**config.mk**
```make
export PLATFORM = sky130hd
export DESIGN_NAME = seq_divider
export DESIGN_NICKNAME = d
export VERILOG_FILES = /design/src/rtl/seq_divider.sv
export SDC_FILE = /design/constraint.sdc
export NUM_CORES = 1
export LEC_CHECK = 0
export BUFFER_PORTS_ARGS = -buffer_cell sky130_fd_sc_hd__buf_2
export CAP_MARGIN = 0
export CORE_MARGIN = 2
export CORE_UTILIZATION = 50
export DETAILED_ROUTE_END_ITERATION = 12
export GPL_TIMING_DRIVEN = 0
export PLACE_DENSITY = 0.76
export SLEW_MARGIN = 0
export SYNTH_ARGS = -nofsm -noshare
export SYNTH_HDL_FRONTEND = slang
export SYNTH_SLANG_ARGS = --single-unit
```
**constraint.sdc**
```tcl
create_clock -name clk -period 2.3 [get_ports clk]
set_clock_uncertainty 0.2 [all_clocks]
set_input_delay 0.23 -clock clk [delete_from_list [all_inputs] [get_ports clk]]
set_output_delay 0.23 -clock clk [all_outputs]
set_load 0.02 [all_outputs]
```
**src/rtl/seq_divider.sv**
```systemverilog
// rtl/seq_divider.sv - unsigned radix-2 restoring divider (2N/N), one quotient bit per clock
// Optional build macro DIV_SELF_CHECK_EN adds a Q*V+R==D and R<V result check driving chk_err.
module seq_divider #(
    parameter int N = 8
) (
    input  logic           clk,
    input  logic           rst,
    input  logic           in_valid,
    output logic           in_ready,
    input  logic [2*N-1:0] dividend,
    input  logic [N-1:0]   divisor,
    output logic           out_valid,
    input  logic           out_ready,
    output logic [2*N-1:0] quotient,
    output logic [N-1:0]   remainder,
    output logic           dbz,
    output logic           chk_err
);

    localparam int CW = $clog2(2 * N);
    localparam logic [CW-1:0] CNT_LAST = CW'(2 * N - 1);

    typedef enum logic [1:0] {
        IDLE = 2'd0,
        BUSY = 2'd1,
        DONE = 2'd2
    } state_t;

    state_t state, state_next;

    logic [2*N-1:0] shift;
    logic [N-1:0]   pr;
    logic [N-1:0]   divisor_q;
    logic [CW-1:0]  count;

    logic [N:0]     pr_shift;
    logic [N-1:0]   pr_sub;
    logic           ge;
    logic [N-1:0]   pr_next;
    logic [2*N-1:0] shift_next;
    logic           last_iter;

    // After a restore step PR < V, so it always fits in N bits; only the
    // shifted value PR' needs the extra bit. Modular N-bit subtraction yields
    // the exact difference whenever PR' >= V.
    always_comb begin
        pr_shift   = {pr, shift[2*N-1]};
        ge         = pr_shift >= {1'b0, divisor_q};
        pr_sub     = pr_shift[N-1:0] - divisor_q;
        pr_next    = ge ? pr_sub : pr_shift[N-1:0];
        shift_next = {shift[2*N-2:0], ge};
        last_iter  = (state == BUSY) && (count == CNT_LAST);
    end

    always_ff @(posedge clk or posedge rst) begin
        if (rst) begin
            state <= IDLE;
        end else begin
            state <= state_next;
        end
    end

    always_comb begin
        state_next = state;
        in_ready   = 1'b0;
        out_valid  = 1'b0;
        case (state)
            IDLE: begin
                in_ready = 1'b1;
                if (in_valid) begin
                    state_next = (divisor == '0) ? DONE : BUSY;
                end
            end
            BUSY: begin
                if (count == CNT_LAST) begin
                    state_next = DONE;
                end
            end
            DONE: begin
                out_valid = 1'b1;
                if (out_ready) begin
                    state_next = IDLE;
                end
            end
            default: state_next = IDLE;
        endcase
    end

    always_ff @(posedge clk or posedge rst) begin
        if (rst) begin
            shift     <= '0;
            pr        <= '0;
            divisor_q <= '0;
            count     <= '0;
            quotient  <= '0;
            remainder <= '0;
            dbz       <= 1'b0;
        end else begin
            case (state)
                IDLE: begin
                    if (in_valid) begin
                        divisor_q <= divisor;
                        shift     <= dividend;
                        pr        <= '0;
                        count     <= '0;
                        if (divisor == '0) begin
                            quotient  <= '1;
                            remainder <= dividend[N-1:0];
                            dbz       <= 1'b1;
                        end
                    end
                end
                BUSY: begin
                    shift <= shift_next;
                    pr    <= pr_next;
                    count <= count + 1'b1;
                    if (last_iter) begin
                        quotient  <= shift_next;
                        remainder <= pr_next;
                        dbz       <= 1'b0;
                    end
                end
                default: ;
            endcase
        end
    end

`ifdef DIV_SELF_CHECK_EN
    logic [2*N-1:0] dividend_q;
    logic [3*N-1:0] recon;
    logic           chk_bad;

    always_comb begin
        recon   = ({{N{1'b0}}, shift_next} * {{2*N{1'b0}}, divisor_q})
                + {{2*N{1'b0}}, pr_next};
        chk_bad = (recon != {{N{1'b0}}, dividend_q}) || !(pr_next < divisor_q);
    end

    always_ff @(posedge clk or posedge rst) begin
        if (rst) begin
            dividend_q <= '0;
            chk_err    <= 1'b0;
        end else begin
            if (state == IDLE && in_valid) begin
                dividend_q <= dividend;
            end
            if (last_iter && chk_bad) begin
                chk_err <= 1'b1;
            end
        end
    end
`else
    assign chk_err = 1'b0;
`endif

endmodule
```
# Word level (Yosys, flattened, before mapping)
# Index checks and enable logic that the tools add are counted.
[word_totals]
reg_bits = 63
n_memories = 0
latchBits = 0
wordCells = 53
output_inout_bits = 28
mem_bits_ro = 0
input_bits = 28
ramBits = 0
[classes]
n_eq_ne = 8
bitwise_logic = 0
div = 0
n_reduce_logical = 8
magnitude_cmp = 1
addsub = 2
mul = 0
n_shift = 0
n_mux = 26
[ops]
columns = ["op", "n"]
rows = [
  ["$mux 16", 4],
  ["$pmux 16 s2", 2],
  ["$mux 8", 5],
  ["$pmux 8 s2", 2],
  ["$ge 9x8->1", 1],
  ["$logic_not 8->1", 1],
  ["$mux 2", 4],
  ["$ne 2x2->1 const B", 4],
  ["$pmux 4 s2", 1],
  ["$sub 8x8->8", 1],
  ["$pmux 2 s3", 1],
  ["$mux 1", 5],
  ["$add 4x1->4 const B", 1],
  ["$eq 4x4->1 const B", 1],
  ["$mux 4", 1],
  ["$reduce_and 2->1", 2],
  ["$reduce_and 4->1", 1],
  ["$reduce_and 3->1", 1],
  ["$eq 2x1->1 const B", 1],
  ["$eq 2x2->1 const B", 1],
  ["$logic_not 2->1", 1],
  ["$ne 2x1->1 const B", 1],
  ["$pmux 1 s2", 1],
  ["$reduce_bool 2->1", 1],
  ["$logic_and 1x1->1", 1],
]

# Longest topological paths before layout
# Gate-level depths: netlist (run 1).
[depth]
ltp_word = 4
mapped_depth = 10
ltp_nobuf = 10

# Worst setup path before layout (run 1)
# OpenSTA, ideal clock, no wires.
[synth_path]
kind = "register to register"
startpoint = "register shift[15]"
endpoint = "register pr[6]"
slack_ps = 12
period_less_slack_ps = 2288
n_path_buf = 0
required_time_ps = 1965
arrival_time_ps = 1953
setup_ps = 135
stages_incl_launch_ff = 11
cell_sequence = "dfrtp_1 inv_1 ha_1 inv_1 fa_1 a211o_1 a21o_1 a21oi_1 xnor2_1 mux2i_1 o21ai_0"
[synth_via]
elab_chain_cells = 3
word_cells_on_any_way = 4
classes_between = "add/sub: 1; order compare: 1; mux: 2"
[synth_lines]
columns = ["element", "line_no", "text"]
rows = [
  ["from (decl)", "31", "logic [2*N-1:0] shift;"],
  ["from (signal assigned)", "103", "shift <= dividend;"],
  ["from (signal assigned)", "114", "shift <= shift_next;"],
  ["$sub 8x8->8 / $ge 9x8->1 (equally long branches)", "49, 48", ""],
  ["$mux 8 (*)", "50", "pr_next = ge ? pr_sub : pr_shift[N-1:0];"],
  ["$pmux 8 s2 (*)", "99", "case (state)"],
  ["to (signal assigned)", "115", "pr <= pr_next;"],
  ["to (decl)", "32", "logic [N-1:0] pr;"],
]
# Mark *: on every way between the ends. The rest lies on a longest branch, timed or not.
# A chain may end at the register's enable or synchronous reset.

# Final worst setup path (run 1)
[layout_path]
startpoint = "register pr[4]"
endpoint = "register remainder[4]"
[layout_via]
elab_chain_cells = 4
[layout_lines]
columns = ["element", "line_no", "text"]
rows = [
  ["$ge 9x8->1", "48", "ge = pr_shift >= {1'b0, divisor_q};"],
  ["$mux 8", "50", ""],
  ["$mux 8", "117", "if (last_iter) begin"],
  ["$pmux 8 s2", "99", ""],
  ["to (signal assigned)", "108", "remainder <= dividend[N-1:0];"],
  ["to (signal assigned)", "119", "remainder <= pr_next;"],
  ["to (decl)", "15", "output logic [N-1:0] remainder,"],
]
# No other way between the ends. The select of a mux whose other input is x is not followed.

==> impl_metrics.yaml, run 1 <==
outcome:
  status: "finished with violations"
  violations: "negative setup slack"
grt:
  grt_pass1_vias: 2962
  antenna_found_initial: 0
  grt_max_degree: 35
  overflow: 0
  grt_pass1_wl_um: 13900
  grt_use_total_pct: 27.6
clock_network:
  cts.sinks: 63
  cts.htree.levels: 3
  clkTransAtPathRegs_ps: 70
  clock_latency_ps: 350
  clockBufferDepth: 2
  cts_buffers: 9
  cts_tree: "done"
  cts_root_buf: "clkbuf_8"
placed_design:
  dp_hpwl_um: 5710
  portBuffers: 54
  dpl.cell_count: 475
  gp_congestion: 0.832
floorplan:
  die_w_um: 82.7
  die_height_um: 82.7
  fp-row-count: 28
  die_area_um2: 6830
  ios: 56
  initial_core_util_pct: 52.0
  core_area_um2: 5960
yosys:
  synthFlopType: "dfrtp_1"
  syn_area_per_cell_um2: 8.97
  yosys.area.top_type: "dfrtp_1"
  yosys-top-cells-area: "dfrtp_1, nand2_1, nor2_1"
  ys_types: 45
  syn_inst: 345
  yosysTopAreaCellShare_pct: 51.0
  synth-edff-count: 0
  synth_area_um2: 3090
  yosys_warnings: 0
  synth_nets: 383
  synthArstFlopShare_pct: 100
  yosys_register_bits: 63
  synth.yosys.seq_area_share_pct: 51.0
hold_path:
  hp-class: "input pin to flip-flop"
sta:
  tightestPinTransition_ps: 740
  setup_slack_ps: -73.5
  clock.fmax_ghz: 0.421
  hold_viol_final: 0
  period_needed_ps: 2370
  final_max_slew_viol_count: 0
  rsz0062_at_grt: "true"
  setup_viol: 12
  slew_headroom_pct: 50.6
  post-route-period-util_pct: 103
  fin_setup_tns_ps: -435
finish:
  syn_to_final_growth_pct: 42.9
  layout.cells.non_filler: 546
  num_antenna_cells: 0
  final_nets: 504
  seqCellArea_um2: 1580
  multiInputGateArea_um2: 1610
  fill_cells: 398
  drive_gt1_share_pct: 32.7
detailed_routing:
  wl_per_cell_um: 16.9
  drc: 0
  firstDrtPassIters: 5
  routed_wirelength_um: 9230
  ant_nets: 0
  drt_first_iter_violations: 241
  vias: 3077
  viasPerCell: 5.64
worst_setup_path:
  path_max_fanout: 6
  critPathCaptureType: "flip-flop"
  critical_path_arrival_ps: 2400
  critPathKind: "flip-flop to flip-flop"
  worstSetupStartpointType: "flip-flop"
  critical_path_required_ps: 2330
pwr:
  ir_worst_vdd_v: 0.000792
  power.total_mw: 7.47
  power.leakage_nw: 1.91
  powerDensity_nw_per_um2: 1690
flow_run:
  maxCapViolCount: 0
-- metrics by stage --
stage	util, %	area [um2]	hold slack [ps]	setup WS, ps
2_1_floorplan	-	3090	135	12.1
3_3_place_gp	58.1	3460	248	-458
3_5_place_dp	58.4	3480	199	-268
4_1_cts	70.5	4200	80.8	-70.6
5_1_grt	74.2	4420	135	-174
6_report	74.2	4420	94.2	-73.5
-- what timing repair did --
| item | CTS | global route |
|---|---|---|
| setup endpoints to repair | 18 | 36 |
| gates resized for setup | 22 | 30 |
| endpoints found under the hold margin | 58 | 0 |
| buffers inserted | 19 | 9 |
| hold buffers | 26 | 0 |
| pin swaps | 12 | 21 |
| gates cloned | 0 | 1 |
-- state kept, by name, indices dropped and copies added, names as in the netlist --
register and flops:
pr 8, divisor_q 8, state 2, shift 16, quotient 16, count 4, dbz 1, remainder 8
-- cells in the final DEF, fill, tap and decap left out, types with 3 or more instances in the layout --
cell type / Yosys / routed
clkinv_2: 0 / 3
inv_2: 0 / 6
dfrtp_2: 0 / 3
ha_4: 0 / 6
a31oi_1: 16 / 13
nand2_1: 54 / 54
o21ai_1: 4 / 4
nor2_4: 0 / 3
clkbuf_8: 0 / 9
clkbuf_1: 11 / 11
mux2i_1: 6 / 5
dfrtp_1: 63 / 60
o21ai_0: 17 / 16
a21o_1: 5 / 5
inv_1: 13 / 7
a31oi_4: 0 / 3
o22ai_1: 3 / 3
nor3_1: 8 / 6
buf_4: 1 / 29
nor2_1: 51 / 49
dlygate4sd3_1: 0 / 26
a21oi_2: 0 / 4
buf_2: 5 / 57
nand3_1: 15 / 14
a21oi_1: 26 / 22
-- synthesized netlist by cell type (2+ instances only) --
cell type	n
nor2_1	51
o21ai_1	4
nand2_1	54
a211o_1	2
ha_1	9
xor2_1	2
a31oi_1	16
nor2_2	2
o22ai_1	3
a21oi_1	26
o21ai_0	17
xnor2_1	2
a211oi_1	3
buf_2	5
o21a_1	2
nand3_1	15
nor4_1	2
nor2b_1	2
inv_1	13
clkbuf_1	11
a21o_1	5
dfrtp_1	63
buf_6	2
nor3_1	8
mux2i_1	6
-- worst max-delay path: stages, from the launching register on --
cell,delay (ps)
dfrtp_1,440
ha_2,220
a21o_1,200
a211o_1,340
or2_1,270
buf_6,170
clkbuf_16,170
a31oi_4,170
a21oi_1,80
-- area by class of cell --
type | count | share of cell area, %
Multi-Input combinational cell | 249 | 36.4
Sequential cell | 63 | 35.7
Timing Repair Buffer | 110 | 17.8
Clock buffer | 10 | 2.89
Buffer | 20 | 2.63
Tap cell | 75 | 2.12
Clock inverter | 6 | 1.39
Inverter | 13 | 1.10
-- per-layer routing --
| layer | vias up | track usage (%) | share of wire [%] |
|---|---|---|---|
| met2 | 127 | 46.6 | 50 |
| met4 | 0 | 15.7 | 2.9 |
| li1 | 1435 | - | - |
| met3 | 26 | 4.35 | 6.8 |
| met1 | 1489 | 33.6 | 40 |
| met5 | - | 0 | 0 |
-- power breakdown --
| group | internal (mW) | leakage, nW | switching, mW |
|---|---|---|---|
| Combinational | 2.04 | 1.15 | 2.52 |
| Clock | 0.496 | 0.0960 | 0.445 |
| Sequential | 1.63 | 0.672 | 0.335 |
-- logic make-up after synthesis --
logic type      after synthesis  share of synthesized area [%]
xor+xnor                      4                           1.13
other cells                   1                          0.121
flops                        63                           51.0
mux                           6                           1.94
compound gates               87                           17.4
buf+inv                      33                           4.81
fa+ha+maj                    10                           4.29
simple gates                141                           19.4
-- worst paths after layout --
kind / from / end / slack, ps / cells after the start
worst max-delay path: pr[4] / remainder[4] / -70 / 8
worst min-delay path: in_valid / state[0] / 90 / 5
worst min register to register: count[3] / count[3] / 300 / 1
worst max register to register: pr[4] / remainder[4] / -70 / 8
max in group asynchronous: rst / pr[1] / 900 / 4
min in group asynchronous: rst / quotient[6] / 360 / 3
No activity file was read; power rests on OpenSTA's default activity.
==> run 2, diff against run 1 <==
--- a/config.mk
+++ b/config.mk
@@ -11,7 +11,7 @@
 export CORE_UTILIZATION = 50
 export DETAILED_ROUTE_END_ITERATION = 12
 export GPL_TIMING_DRIVEN = 0
-export PLACE_DENSITY = 0.76
+export PLACE_DENSITY = 0.77
 export SLEW_MARGIN = 0
 export SYNTH_ARGS = -nofsm -noshare
 export SYNTH_HDL_FRONTEND = slang
==> run 2 against run 1 <==
Effect of this change:
- the run still ends with negative setup slack left
- clock power is 3.9% higher
- utilization shrank 2.0 points
- first-iteration DRC count up 12%
- sequential power barely moved
- via count decreased by 0.97%
- largest power group unchanged
- flip-flop and latch count is the same
- fmax shrank 2.2%
- cell area decreased by 2.6%
==> impl_metrics.yaml, run 2 (synthesis gave the netlist of run 1 again) <==
outcome:
  status: "finished with violations"
  violations: "negative setup slack"
finish:
  num_antenna_cells: 0
  reg_top3: "quotient x16, shift x16"
  layout.cells.non_filler: 536
  final_cell_mix: "buf_2, dfrtp_1, nand2_1, nor2_1, dlygate4sd3_1"
  drive_gt1_share_pct: 30.6
  final_nets: 495
  final_area_um2: 4310
  syn_to_final_growth_pct: 39.1
floorplan:
  die_area_um2: 6830
  core_area_um2: 5960
  die_height_um: 82.7
  fp-row-count: 28
  initial_core_util_pct: 52.0
  ios: 56
  die_w_um: 82.7
worst_setup_path:
  startpoint: "shift[15]"
  critPathKind: "flip-flop to flip-flop"
  critical-path-max-stage-delay_ps: 410
  reg2reg_from: "shift[15]"
  cpMostUsedCell: "inv_2"
  worst_path_max_delay_cell: "dfrtp_1"
  path_max_fanout: 2
  critical_path_required_ps: 2300
  ff2ff_path_depth: 10
  worstSetupStartpointType: "flip-flop"
  cp_num_buf_inv: 2
  critPathCaptureType: "flip-flop"
  path_depth: 10
  rrSetupSlack_ps: -130
  worstPathCellList: "inv_2 -> ha_4 -> inv_2 -> fa_2 -> a211o_1 -> a21o_1 -> a21oi_2 -> xnor2_1 -> mux2i_2 -> o21ai_1"
  crit_end: "pr[6]"
  r2r-end: "pr[6]"
  cp_top_family: "compound AO/OA/AOI/OAI gates"
  critical_path_arrival_ps: 2430
placed_design:
  portBuffers: 54
  gp_congestion: 0.909
  dp_hpwl_um: 5440
  dpl-instance-area_um2: 3480
  dpl.cell_count: 475
grt:
  grt_use_total_pct: 26.6
  antenna_found_initial: 0
  grt_max_degree: 44
  grt_pass1_vias: 2743
  overflow: 0
  grt_pass1_wl_um: 13200
detailed_routing:
  drt_first_iter_violations: 271
  drc: 0
  viasPerCell: 5.68
  ant_nets: 0
  vias: 3047
  routed_wirelength_um: 9240
  firstDrtPassIters: 6
  wl_per_cell_um: 17.2
sta:
  period_needed_ps: 2430
  tightestPinTransition_ps: 637
  rsz0062_at_grt: "true"
  clock.fmax_ghz: 0.412
  setup_viol: 11
  slew_headroom_pct: 57.5
  final_max_slew_viol_count: 0
  fin_setup_tns_ps: -556
  post-route-period-util_pct: 105
  setup_slack_ps: -126
  hold_viol_final: 0
flow_run:
  maxCapViolCount: 0
clock_network:
  cts_root_buf: "clkbuf_8"
  clockBufferDepth: 2
  cts_tree: "done"
  cts_buffers: 9
  clock_latency_ps: 340
  clkTransAtPathRegs_ps: 70
  cts.htree.levels: 3
  cts.sinks: 63
pwr:
  powerDensity_nw_per_um2: 1710
  power.leakage_nw: 1.85
  ir_worst_vdd_v: 0.000841
hold_path:
  hp-class: "input pin to flip-flop"
[run 2: cell count changes in the layout (fill, tap and decap cells not counted), moves of 2 or more]
cell	before	now
clkinv_2	3	1
clkbuf_8	9	11
mux2i_2	0	2
buf_2	57	59
clkbuf_4	2	0
buf_4	29	20
[run 2: stage by stage]
step	hold WS [ps]	total power, mW	worst slack [ps]	utilization, %
global placement	246	5.03	-473	58.1
floorplan	135	4.32	12.1	-
finish	76.5	7.36	-126	72.3
global route	109	7.86	-160	72.3
CTS	62.1	6.46	-127	67.8
detailed placement	70.7	5.16	-304	58.4
[run 2: how the worst min path moves through the flow]
stage	depth (start not counted)	startpoint	end
4_1_cts	5	in_valid	state[0]
3_5_place_dp	2	rst	quotient[7]
2_1_floorplan	2	divisor[0]	divisor_q[0]
3_3_place_gp	3	divisor[5]	divisor_q[5]
6_report	5	in_valid	state[0]
5_1_grt	5	in_valid	state[0]
[run 2: cell type report]
cell class              instances  area (um2)
inverters                      13        48.8
multi-input cells             249        1560
clock inverters                 3        42.5
repair buffers                101         718
plain buffers                  20         105
well taps                      75        93.8
flip-flops and latches         63        1580
clock buffers                  12         155
fillers                       400        1650
[run 2: timing repair]
action | CTS | global route
gates resized for setup | 15 | 29
endpoints found under the hold margin | 46 | 0
buffers inserted | 3 | 16
hold buffers | 26 | 0
pin swaps | 9 | 16
cloned | 0 | 1
setup endpoints to repair | 18 | 35
[run 2: worst reg2reg max path: stages (launching register included)]
cell	delay (ps)
dfrtp_1	410
inv_2	100
ha_4	140
inv_2	40
fa_2	360
a211o_1	290
a21o_1	180
a21oi_2	130
xnor2_1	110
mux2i_2	230
o21ai_1	90
[run 2: power by group]
part | internal [mW] | total [mW] | switching, mW
Clock | 0.552 | 0.979 | 0.427
Combinational | 1.89 | 4.40 | 2.51
Sequential | 1.63 | 1.99 | 0.354
[run 2: routing by layer]
| layer | vias to the layer above | wire length (um) | GRT usage (%) |
|---|---|---|---|
| li1 | 1413 | - | - |
| met1 | 1429 | 3640 | 32.6 |
| met2 | 166 | 4580 | 44.3 |
| met3 | 39 | 695 | 7.83 |
| met4 | 0 | 333 | 10.3 |
| met5 | - | 0 | 0 |
